File: config.mk
export PLATFORM = sky130hd
export DESIGN_NAME = mem_arbiter_flat
export DESIGN_NICKNAME = d
export VERILOG_FILES = /design/src/rtl/mem_arbiter_if.sv /design/src/rtl/mem_arbiter.sv /design/src/flat_wrapper.sv
export SDC_FILE = /design/constraint.sdc
export NUM_CORES = 1
export LEC_CHECK = 0
export ABC_AREA = 1
export CORE_AREA = 2 2 124 126
export CTS_CLUSTER_DIAMETER = 50
export DETAILED_ROUTE_END_ITERATION = 6
export DIE_AREA = 0 0 126 128
export GPL_ROUTABILITY_DRIVEN = 0
export SLEW_MARGIN = 20
export SYNTH_ARGS = -nofsm -noshare
export SYNTH_HDL_FRONTEND = slang
export SYNTH_SLANG_ARGS = --single-unit
File: constraint.sdc
create_clock -name clk -period 1.3 [get_ports clk]
set_input_delay 0.195 -clock clk [delete_from_list [all_inputs] [get_ports clk]]
set_output_delay 0.195 -clock clk [all_outputs]
set_load 0.005 [all_outputs]
File: src/rtl/mem_arbiter_if.sv
// Bus bundle between mem_arbiter, its three requesters and the block RAM.
// slave = arbiter side, master = requester/RAM side.
interface mem_arbiter_if #(parameter int AW = 11);
   logic          if_req;
   logic [31:0]   if_addr;
   logic          if_gnt;
   logic          if_rvalid;
   logic [31:0]   if_rdata;
   logic          d_req;
   logic          d_we;
   logic [3:0]    d_be;
   logic [31:0]   d_addr;
   logic [31:0]   d_wdata;
   logic          d_gnt;
   logic          d_rvalid;
   logic [31:0]   d_rdata;
   logic          d_err;
   logic          ld_req;
   logic [31:0]   ld_addr;
   logic [31:0]   ld_wdata;
   logic          ld_gnt;
   logic          mem_en;
   logic [3:0]    mem_we;
   logic [AW-1:0] mem_addr;
   logic [31:0]   mem_wdata;
   logic [31:0]   mem_rdata;

   modport slave (
      input  if_req, if_addr, d_req, d_we, d_be, d_addr, d_wdata,
             ld_req, ld_addr, ld_wdata, mem_rdata,
      output if_gnt, if_rvalid, if_rdata, d_gnt, d_rvalid, d_rdata, d_err,
             ld_gnt, mem_en, mem_we, mem_addr, mem_wdata
   );

   modport master (
      output if_req, if_addr, d_req, d_we, d_be, d_addr, d_wdata,
             ld_req, ld_addr, ld_wdata, mem_rdata,
      input  if_gnt, if_rvalid, if_rdata, d_gnt, d_rvalid, d_rdata, d_err,
             ld_gnt, mem_en, mem_we, mem_addr, mem_wdata
   );
endinterface

File: src/rtl/mem_arbiter.sv
// Single-port RAM arbiter: loader > data > fetch, with fetch anti-starvation.
// Define MEMARB_LOADER_EN to enable the program-loader port.
module mem_arbiter #(
   parameter int          AW   = 11,
   parameter logic [31:0] BASE = 32'h8000_0000
) (
   input  logic          clk,
   input  logic          reset,
   mem_arbiter_if.slave  bus
);
   typedef enum logic [1:0] {TAG_NONE, TAG_IF, TAG_D} tag_t;

   logic [1:0]  fs;
   tag_t        tag;
   logic        rsp_err;
   logic        rsp_st;
   logic        ld_act;
   logic        fetch_pri;
   logic        ld_g, d_g, if_g, any_g;
   logic [31:0] sel_addr;
   logic [31:0] off;
   logic        in_range;
   logic        unused_ok;

   always_comb begin
`ifdef MEMARB_LOADER_EN
      ld_act = bus.ld_req;
`else
      ld_act = 1'b0;
`endif
      fetch_pri = (fs == 2'd3);
      // Grants are masked during reset so nothing reaches the RAM.
      ld_g  = ld_act & ~reset;
      d_g   = bus.d_req & ~ld_act & ~(fetch_pri & bus.if_req) & ~reset;
      if_g  = bus.if_req & ~ld_act & ~(bus.d_req & ~fetch_pri) & ~reset;
      any_g = ld_g | d_g | if_g;
      sel_addr = ld_g ? bus.ld_addr : (d_g ? bus.d_addr : bus.if_addr);
      off      = sel_addr - BASE;
      // Unsigned wrap makes addresses below BASE land far out of range.
      in_range = ((off >> (AW + 2)) == 32'd0);
   end

   assign unused_ok = ^{off[1:0], bus.ld_req};

   assign bus.ld_gnt    = ld_g;
   assign bus.d_gnt     = d_g;
   assign bus.if_gnt    = if_g;
   assign bus.mem_en    = any_g & in_range;
   assign bus.mem_addr  = off[AW+1:2];
   assign bus.mem_wdata = ld_g ? bus.ld_wdata : bus.d_wdata;
   assign bus.mem_we    = !bus.mem_en       ? 4'b0000 :
                          ld_g              ? 4'b1111 :
                          (d_g & bus.d_we)  ? bus.d_be : 4'b0000;

   always_ff @(posedge clk) begin
      if (reset) begin
         fs      <= 2'd0;
         tag     <= TAG_NONE;
         rsp_err <= 1'b0;
         rsp_st  <= 1'b0;
      end else begin
         if (!bus.if_req || if_g)
            fs <= 2'd0;
         else if (fs != 2'd3)
            fs <= fs + 2'd1;
         tag     <= if_g ? TAG_IF : (d_g ? TAG_D : TAG_NONE);
         rsp_err <= ~in_range;
         rsp_st  <= bus.d_we;
      end
   end

   // Reset gating here kills a response whose grant preceded the reset.
   assign bus.if_rvalid = (tag == TAG_IF) & ~reset;
   assign bus.d_rvalid  = (tag == TAG_D) & ~reset;
   assign bus.d_err     = bus.d_rvalid & rsp_err;
   assign bus.if_rdata  = (bus.if_rvalid & ~rsp_err) ? bus.mem_rdata : 32'd0;
   assign bus.d_rdata   = (bus.d_rvalid & ~rsp_err & ~rsp_st) ? bus.mem_rdata : 32'd0;
endmodule

File: src/flat_wrapper.sv
// flat-port wrapper written by rule: the top's interface ports become plain ports
module mem_arbiter_flat 
#(
   parameter int          AW   = 11,
   parameter logic [31:0] BASE = 32'h8000_0000
)
  (clk, reset, bus_if_req, bus_if_addr, bus_d_req, bus_d_we, bus_d_be, bus_d_addr, bus_d_wdata, bus_ld_req, bus_ld_addr, bus_ld_wdata, bus_mem_rdata, bus_if_gnt, bus_if_rvalid, bus_if_rdata, bus_d_gnt, bus_d_rvalid, bus_d_rdata, bus_d_err, bus_ld_gnt, bus_mem_en, bus_mem_we, bus_mem_addr, bus_mem_wdata);
  mem_arbiter_if #(.AW(AW)) bus_i ();
  input  logic clk;
  input  logic reset;
  input wire logic [$bits(bus_i.if_req)-1:0] bus_if_req;
  input wire logic [$bits(bus_i.if_addr)-1:0] bus_if_addr;
  input wire logic [$bits(bus_i.d_req)-1:0] bus_d_req;
  input wire logic [$bits(bus_i.d_we)-1:0] bus_d_we;
  input wire logic [$bits(bus_i.d_be)-1:0] bus_d_be;
  input wire logic [$bits(bus_i.d_addr)-1:0] bus_d_addr;
  input wire logic [$bits(bus_i.d_wdata)-1:0] bus_d_wdata;
  input wire logic [$bits(bus_i.ld_req)-1:0] bus_ld_req;
  input wire logic [$bits(bus_i.ld_addr)-1:0] bus_ld_addr;
  input wire logic [$bits(bus_i.ld_wdata)-1:0] bus_ld_wdata;
  input wire logic [$bits(bus_i.mem_rdata)-1:0] bus_mem_rdata;
  output wire logic [$bits(bus_i.if_gnt)-1:0] bus_if_gnt;
  output wire logic [$bits(bus_i.if_rvalid)-1:0] bus_if_rvalid;
  output wire logic [$bits(bus_i.if_rdata)-1:0] bus_if_rdata;
  output wire logic [$bits(bus_i.d_gnt)-1:0] bus_d_gnt;
  output wire logic [$bits(bus_i.d_rvalid)-1:0] bus_d_rvalid;
  output wire logic [$bits(bus_i.d_rdata)-1:0] bus_d_rdata;
  output wire logic [$bits(bus_i.d_err)-1:0] bus_d_err;
  output wire logic [$bits(bus_i.ld_gnt)-1:0] bus_ld_gnt;
  output wire logic [$bits(bus_i.mem_en)-1:0] bus_mem_en;
  output wire logic [$bits(bus_i.mem_we)-1:0] bus_mem_we;
  output wire logic [$bits(bus_i.mem_addr)-1:0] bus_mem_addr;
  output wire logic [$bits(bus_i.mem_wdata)-1:0] bus_mem_wdata;
  assign bus_i.if_req = bus_if_req;
  assign bus_i.if_addr = bus_if_addr;
  assign bus_i.d_req = bus_d_req;
  assign bus_i.d_we = bus_d_we;
  assign bus_i.d_be = bus_d_be;
  assign bus_i.d_addr = bus_d_addr;
  assign bus_i.d_wdata = bus_d_wdata;
  assign bus_i.ld_req = bus_ld_req;
  assign bus_i.ld_addr = bus_ld_addr;
  assign bus_i.ld_wdata = bus_ld_wdata;
  assign bus_i.mem_rdata = bus_mem_rdata;
  assign bus_if_gnt = bus_i.if_gnt;
  assign bus_if_rvalid = bus_i.if_rvalid;
  assign bus_if_rdata = bus_i.if_rdata;
  assign bus_d_gnt = bus_i.d_gnt;
  assign bus_d_rvalid = bus_i.d_rvalid;
  assign bus_d_rdata = bus_i.d_rdata;
  assign bus_d_err = bus_i.d_err;
  assign bus_ld_gnt = bus_i.ld_gnt;
  assign bus_mem_en = bus_i.mem_en;
  assign bus_mem_we = bus_i.mem_we;
  assign bus_mem_addr = bus_i.mem_addr;
  assign bus_mem_wdata = bus_i.mem_wdata;
  mem_arbiter #(.AW(AW), .BASE(BASE)) u_core (.clk(clk), .reset(reset), .bus(bus_i));
endmodule
## Word-level counts from Yosys, hierarchy flattened

Cells that the tools add are included.

- $add $sub $neg: 2
- Equal/unequal tests: 4
- Mux-type cells: 7
- Bitwise gates (word level): 22
- Reduce and logical (&&, ||, !) cells: 5

Operator list:

| operator | number |
|---|---|
| 32-bit two-way mux | 3 |
| 32-bit zero test | 1 |
| 32-bit subtractor, second input constant | 1 |
| 1-bit bitwise AND | 14 |
| 4-bit two-way mux | 2 |
| 1-bit NOT | 7 |
| 2-bit == test, second input constant | 2 |
| 2-bit OR reduction | 2 |
| 2-bit by 1-bit adder with 2-bit output, second input constant | 1 |
| 2-bit by 1-bit == test with 1-bit output, second input constant | 1 |
| 2-bit two-way mux | 1 |
| 2-bit != test, second input constant | 1 |
| 1-bit zero test | 1 |
| 1-bit logical OR | 1 |
| 1-bit two-way mux | 1 |
| 1-bit OR | 1 |

- Bits in registers: 6
- Input port bits: 202
- Output and inout bits: 118
- Logic and storage cells: 45

## Depth between registers and ports, before layout

- Depth after elaboration: 10
- Mapped depth: 9
- Depth with buffers taken out: 9

## Worst setup path before layout

No wires, ideal clock.

- Path kind: reg-to-output
- Start point: register u_core.fs[0]
- End point: output bus_mem_we[0]
- Arrival time: 1.183 ns
- Setup slack: -0.078 ns
- Cell stages (with the launch flop): 10
- Cells stage by stage: dfxtp_1 -> ha_1 -> nand2_1 -> clkinv_1 -> nor2_4 -> nor2_2 -> nand3_1 -> nand2_2 -> nand2_4 -> nor2_2

- Cells in the longest elaborated chain, start to end: 10
- Elaborated cells on any way between the ends: 18
- Those cells by class: add/sub: 1; eq/ne: 1; mux: 3; bitwise: 12; reduce/logical: 1

RTL lines:

| element | line | source |
|---|---|---|
| from (decl) | mem_arbiter.sv:13 | `logic [1:0] fs;` |
| from (signal assigned) | mem_arbiter.sv:65 | `fs <= fs + 2'd1;` |
| 2-bit == test * | mem_arbiter.sv:31 | `fetch_pri = (fs == 2'd3);` |
| 1-bit bitwise AND | mem_arbiter.sv:34 | `d_g = bus.d_req & ~ld_act & ~(fetch_pri & bus.if_req) & ~reset;` |
| 1-bit NOT | mem_arbiter.sv:34 |  |
| 1-bit bitwise AND (2 in a row) | mem_arbiter.sv:34 |  |
| 32-bit two-way mux | mem_arbiter.sv:37 | `sel_addr = ld_g ? bus.ld_addr : (d_g ? bus.d_addr : bus.if_addr);` |
| 32-bit subtractor | mem_arbiter.sv:38 | `off = sel_addr - BASE;` |
| 32-bit zero test | mem_arbiter.sv:40 | `in_range = ((off >> (AW + 2)) == 32'd0);` |
| 1-bit bitwise AND | mem_arbiter.sv:48 | `assign bus.mem_en = any_g & in_range;` |
| 4-bit two-way mux * | mem_arbiter.sv:51 | `assign bus.mem_we = !bus.mem_en ? 4'b0000 :` |
| to (decl) | flat_wrapper.sv:31 | `output wire logic [$bits(bus_i.mem_we)-1:0] bus_mem_we;` |

Mark *: on every way between the ends. The rest lies on a longest branch, timed or not.

## Worst setup path after layout

- Start point: register u_core.fs[1]
- End point: output bus_mem_we[3]

Same word-level chain as after synthesis.

==> impl_metrics.env <==
export IMPL_outcome="finished with violations"
export IMPL_violations="negative setup slack"
export IMPL_firstDrtPassIters=4
export IMPL_ant_nets=0
export IMPL_grt_use_met2=0.179
export IMPL_total_power_mw=1.50
export IMPL_synth_top_family_by_area="simple AND/OR/NAND/NOR gates"
export IMPL_grt_setup_unrepaired="yes"
export IMPL_timing_final_setup_violations=85
export IMPL_cts_tree="yes"
export IMPL_io_buffers=185
export IMPL_fin_nets=673
export IMPL_grtUsageTotal=0.0914
export IMPL_global_route_met1_usage=0.0919
export IMPL_totalNegativeSetupSlack_ns=-26.16
export IMPL_globalRouteMet3Util=0.0317
export IMPL_finalCritPeriodShare=1.33
export IMPL_worst_clock_skew_ns=0.00560
export IMPL_period_needed_ns=1.72
export IMPL_startpoint_type="flop"
export IMPL_synth_seq_cells=6
export IMPL_wire_per_inst_um=11.7
export IMPL_timing_critical_path_to_type="output port"
export IMPL_worst_path_largest_cell_delay_ns=0.33
export IMPL_ioPinCount=320
export IMPL_critical_path_required_ns=1.11
export IMPL_ys_seq_area_frac=0.0874
export IMPL_synth_distinct_cells=23
export IMPL_worstSkewPairLatency_ns=0.23
export IMPL_most_common_layout_cells="97 x clkdlybuf4s50_1, 75 x buf_2, 48 x nor2_4"
export IMPL_floorplan_die_area_um2=16100
export IMPL_die_height_um=128
export IMPL_route_detailed_drc=0
export IMPL_area_growth_pct=204
export IMPL_drv_cap=0
export IMPL_place_worst_setup_slack_ns=-0.827
export IMPL_yosys_warnings=0
export IMPL_clock_path_buffers=2
export IMPL_postRouteWirelength_um=7710
export IMPL_critical_path_class="reg -> out"
export IMPL_final_fill_count=1586
export IMPL_first_global_vias=2274
export IMPL_fp_row_count=45
export IMPL_die_width_um=126
export IMPL_drt_iter0_markers=31
export IMPL_most_area_consuming_cells_after_synthesis="nor2_1 23%, buf_4 19%, nand2_1 13%"
export IMPL_initial_utilization=0.0924
export IMPL_synth_compound_area_share=0.00364
export IMPL_drive_above_1_share=0.560
export IMPL_grt_ovfl_total=0
export IMPL_syn_area_um2=1370
export IMPL_final_core_util=0.281
export IMPL_hold_viol_final=0
export IMPL_antennaDiodeCount=0
export IMPL_layout_cells_most_common="clkdlybuf4s50_1"
export IMPL_adder_cell_area_share_of_the_yosys_netlist=0.00911
export IMPL_per_cell_via_count_in_the_routed_design=3.41
export IMPL_synth_xor_area_frac=0
export IMPL_slowest_stage="dfxtp_2"
export IMPL_clkTransAtPathRegs_ns=0.04
export IMPL_synth_simple_gate_area_frac=0.530
export IMPL_synth_net_count=459
export IMPL_vdd_ir_drop_worst_mv=0.310
export IMPL_max_clock_freq_mhz=580
export IMPL_timing_final_max_slew_violations=0
export IMPL_hold_path_class="in -> out"
export IMPL_cts_root_buffer_cell="clkbuf_16"
export IMPL_synthCells=256
export IMPL_core_outline_area_um2=14900
export IMPL_grt_pass1_wl_um=11500
export IMPL_crit_arrival_ns=1.53
export IMPL_pin_count_of_the_biggest_net_entering_global_routing=8
export IMPL_timing_critical_path_fanout_max=5
export IMPL_crit_path_cell_trace="ha_4 -> nand2_4 -> buf_6 -> nand3_4 -> nor2_2 -> nand3_1 -> nand2_2 -> nand2_4 -> nor2_2 -> buf_2"
export IMPL_p_leak_nw=2.04
export IMPL_netlist_area_leader_share=0.232
export IMPL_cts_made_buffers=3
export IMPL_h_tree_depth=1
export IMPL_post_route_worst_setup_slack_ns=-0.423
export IMPL_power_per_cell_area_nw_per_um2=358
export IMPL_antenna_found_initial=0
export IMPL_synth_top_area_cell="nor2_1"
export IMPL_place_hpwl_um=5040
export IMPL_route_vias_total=2237
export IMPL_cts_sinks=6
export IMPL_syn_area_per_cell_um2=5.37
export IMPL_global_route_peak_usage_layer="met2"
export IMPL_synth_mux_area_frac=0.00729
## routing by layer
layer  routed length (um)  vias up  part of all wire
met3                  818        6              0.11
met1                 2640      950              0.34
met4                   82        0             0.011
met5                    0        -                 0
met2                 4160      154              0.54
li1                     -     1127                 -
## cells by family after synthesis
family | count (synthesis)
AOI/OAI and AO/OA | 1
adders and majority gates | 1
buffers and inverters | 82
DFF | 6
muxes | 1
other | 1
and+or+nand+nor | 164
## sequential cells by signal, summed over array words and instances (netlist names)
name / count
u_core.fs: 2
u_core.rsp_err: 1
u_core.tag: 2
u_core.rsp_st: 1
## worst max-delay path, delay by kind of cell (launching register included)
family	cells	cell delay, ns
AND/OR/NAND/NOR	7	0.59
flip-flops	1	0.33
buffers and inverters	2	0.21
adder cells (fa/ha/maj)	1	0.16
## where the power goes
group	switching (mW)	internal [mW]
Sequential	0.00599	0.193
Combinational	0.304	0.495
Clock	0.104	0.395
Total	0.414	1.08
## what timing repair did
item | 4_1_cts | 5_1_grt
hold buffers | 0 | 0
resized for setup | 447 | 100
pin swaps | 20 | 22
setup endpoints to repair | 86 | 87
gates cloned | 9 | 0
setup buffers | 50 | 12
## cell type report
| type | instances | area (um^2) | area share |
|---|---|---|---|
| Timing Repair Buffer | 251 | 2350 | 0.563 |
| Inverter | 40 | 163 | 0.0389 |
| Clock buffer | 3 | 75.1 | 0.0180 |
| Multi-Input combinational cell | 168 | 1220 | 0.293 |
| Tap cell | 188 | 235 | 0.0563 |
| Sequential cell | 6 | 128 | 0.0306 |
## stage by stage
step	hold WS, ns	cell area [um^2]	cells
floorplan	0.320	1380	256
global placement	0.390	3290	604
detailed placement	0.390	3290	604
CTS	0.390	3960	662
global route	0.390	4180	656
finish	0.390	4180	656
## cell usage after synthesis (all sizes together)
cell type / instances
buf: 42
clkinv: 1
conb: 1
dfxtp: 6
ha: 1
inv: 39
mux2i: 1
nand2: 54
nand3: 4
nor2: 102
nor3: 3
nor4: 1
o21ai: 1
## worst paths after layout
kind / startpoint / endpoint / slack (ns) / cells after the start
min reg2reg: u_core.fs[0] / u_core.fs[0] / 0.43 / 1
max: u_core.fs[1] / bus_mem_we[3] / -0.42 / 10
min: bus_d_wdata[10] / bus_mem_wdata[10] / 0.39 / 0
max reg2reg: u_core.fs[1] / u_core.rsp_err / -0.34 / 13
(Power assumes the default switching activity.)
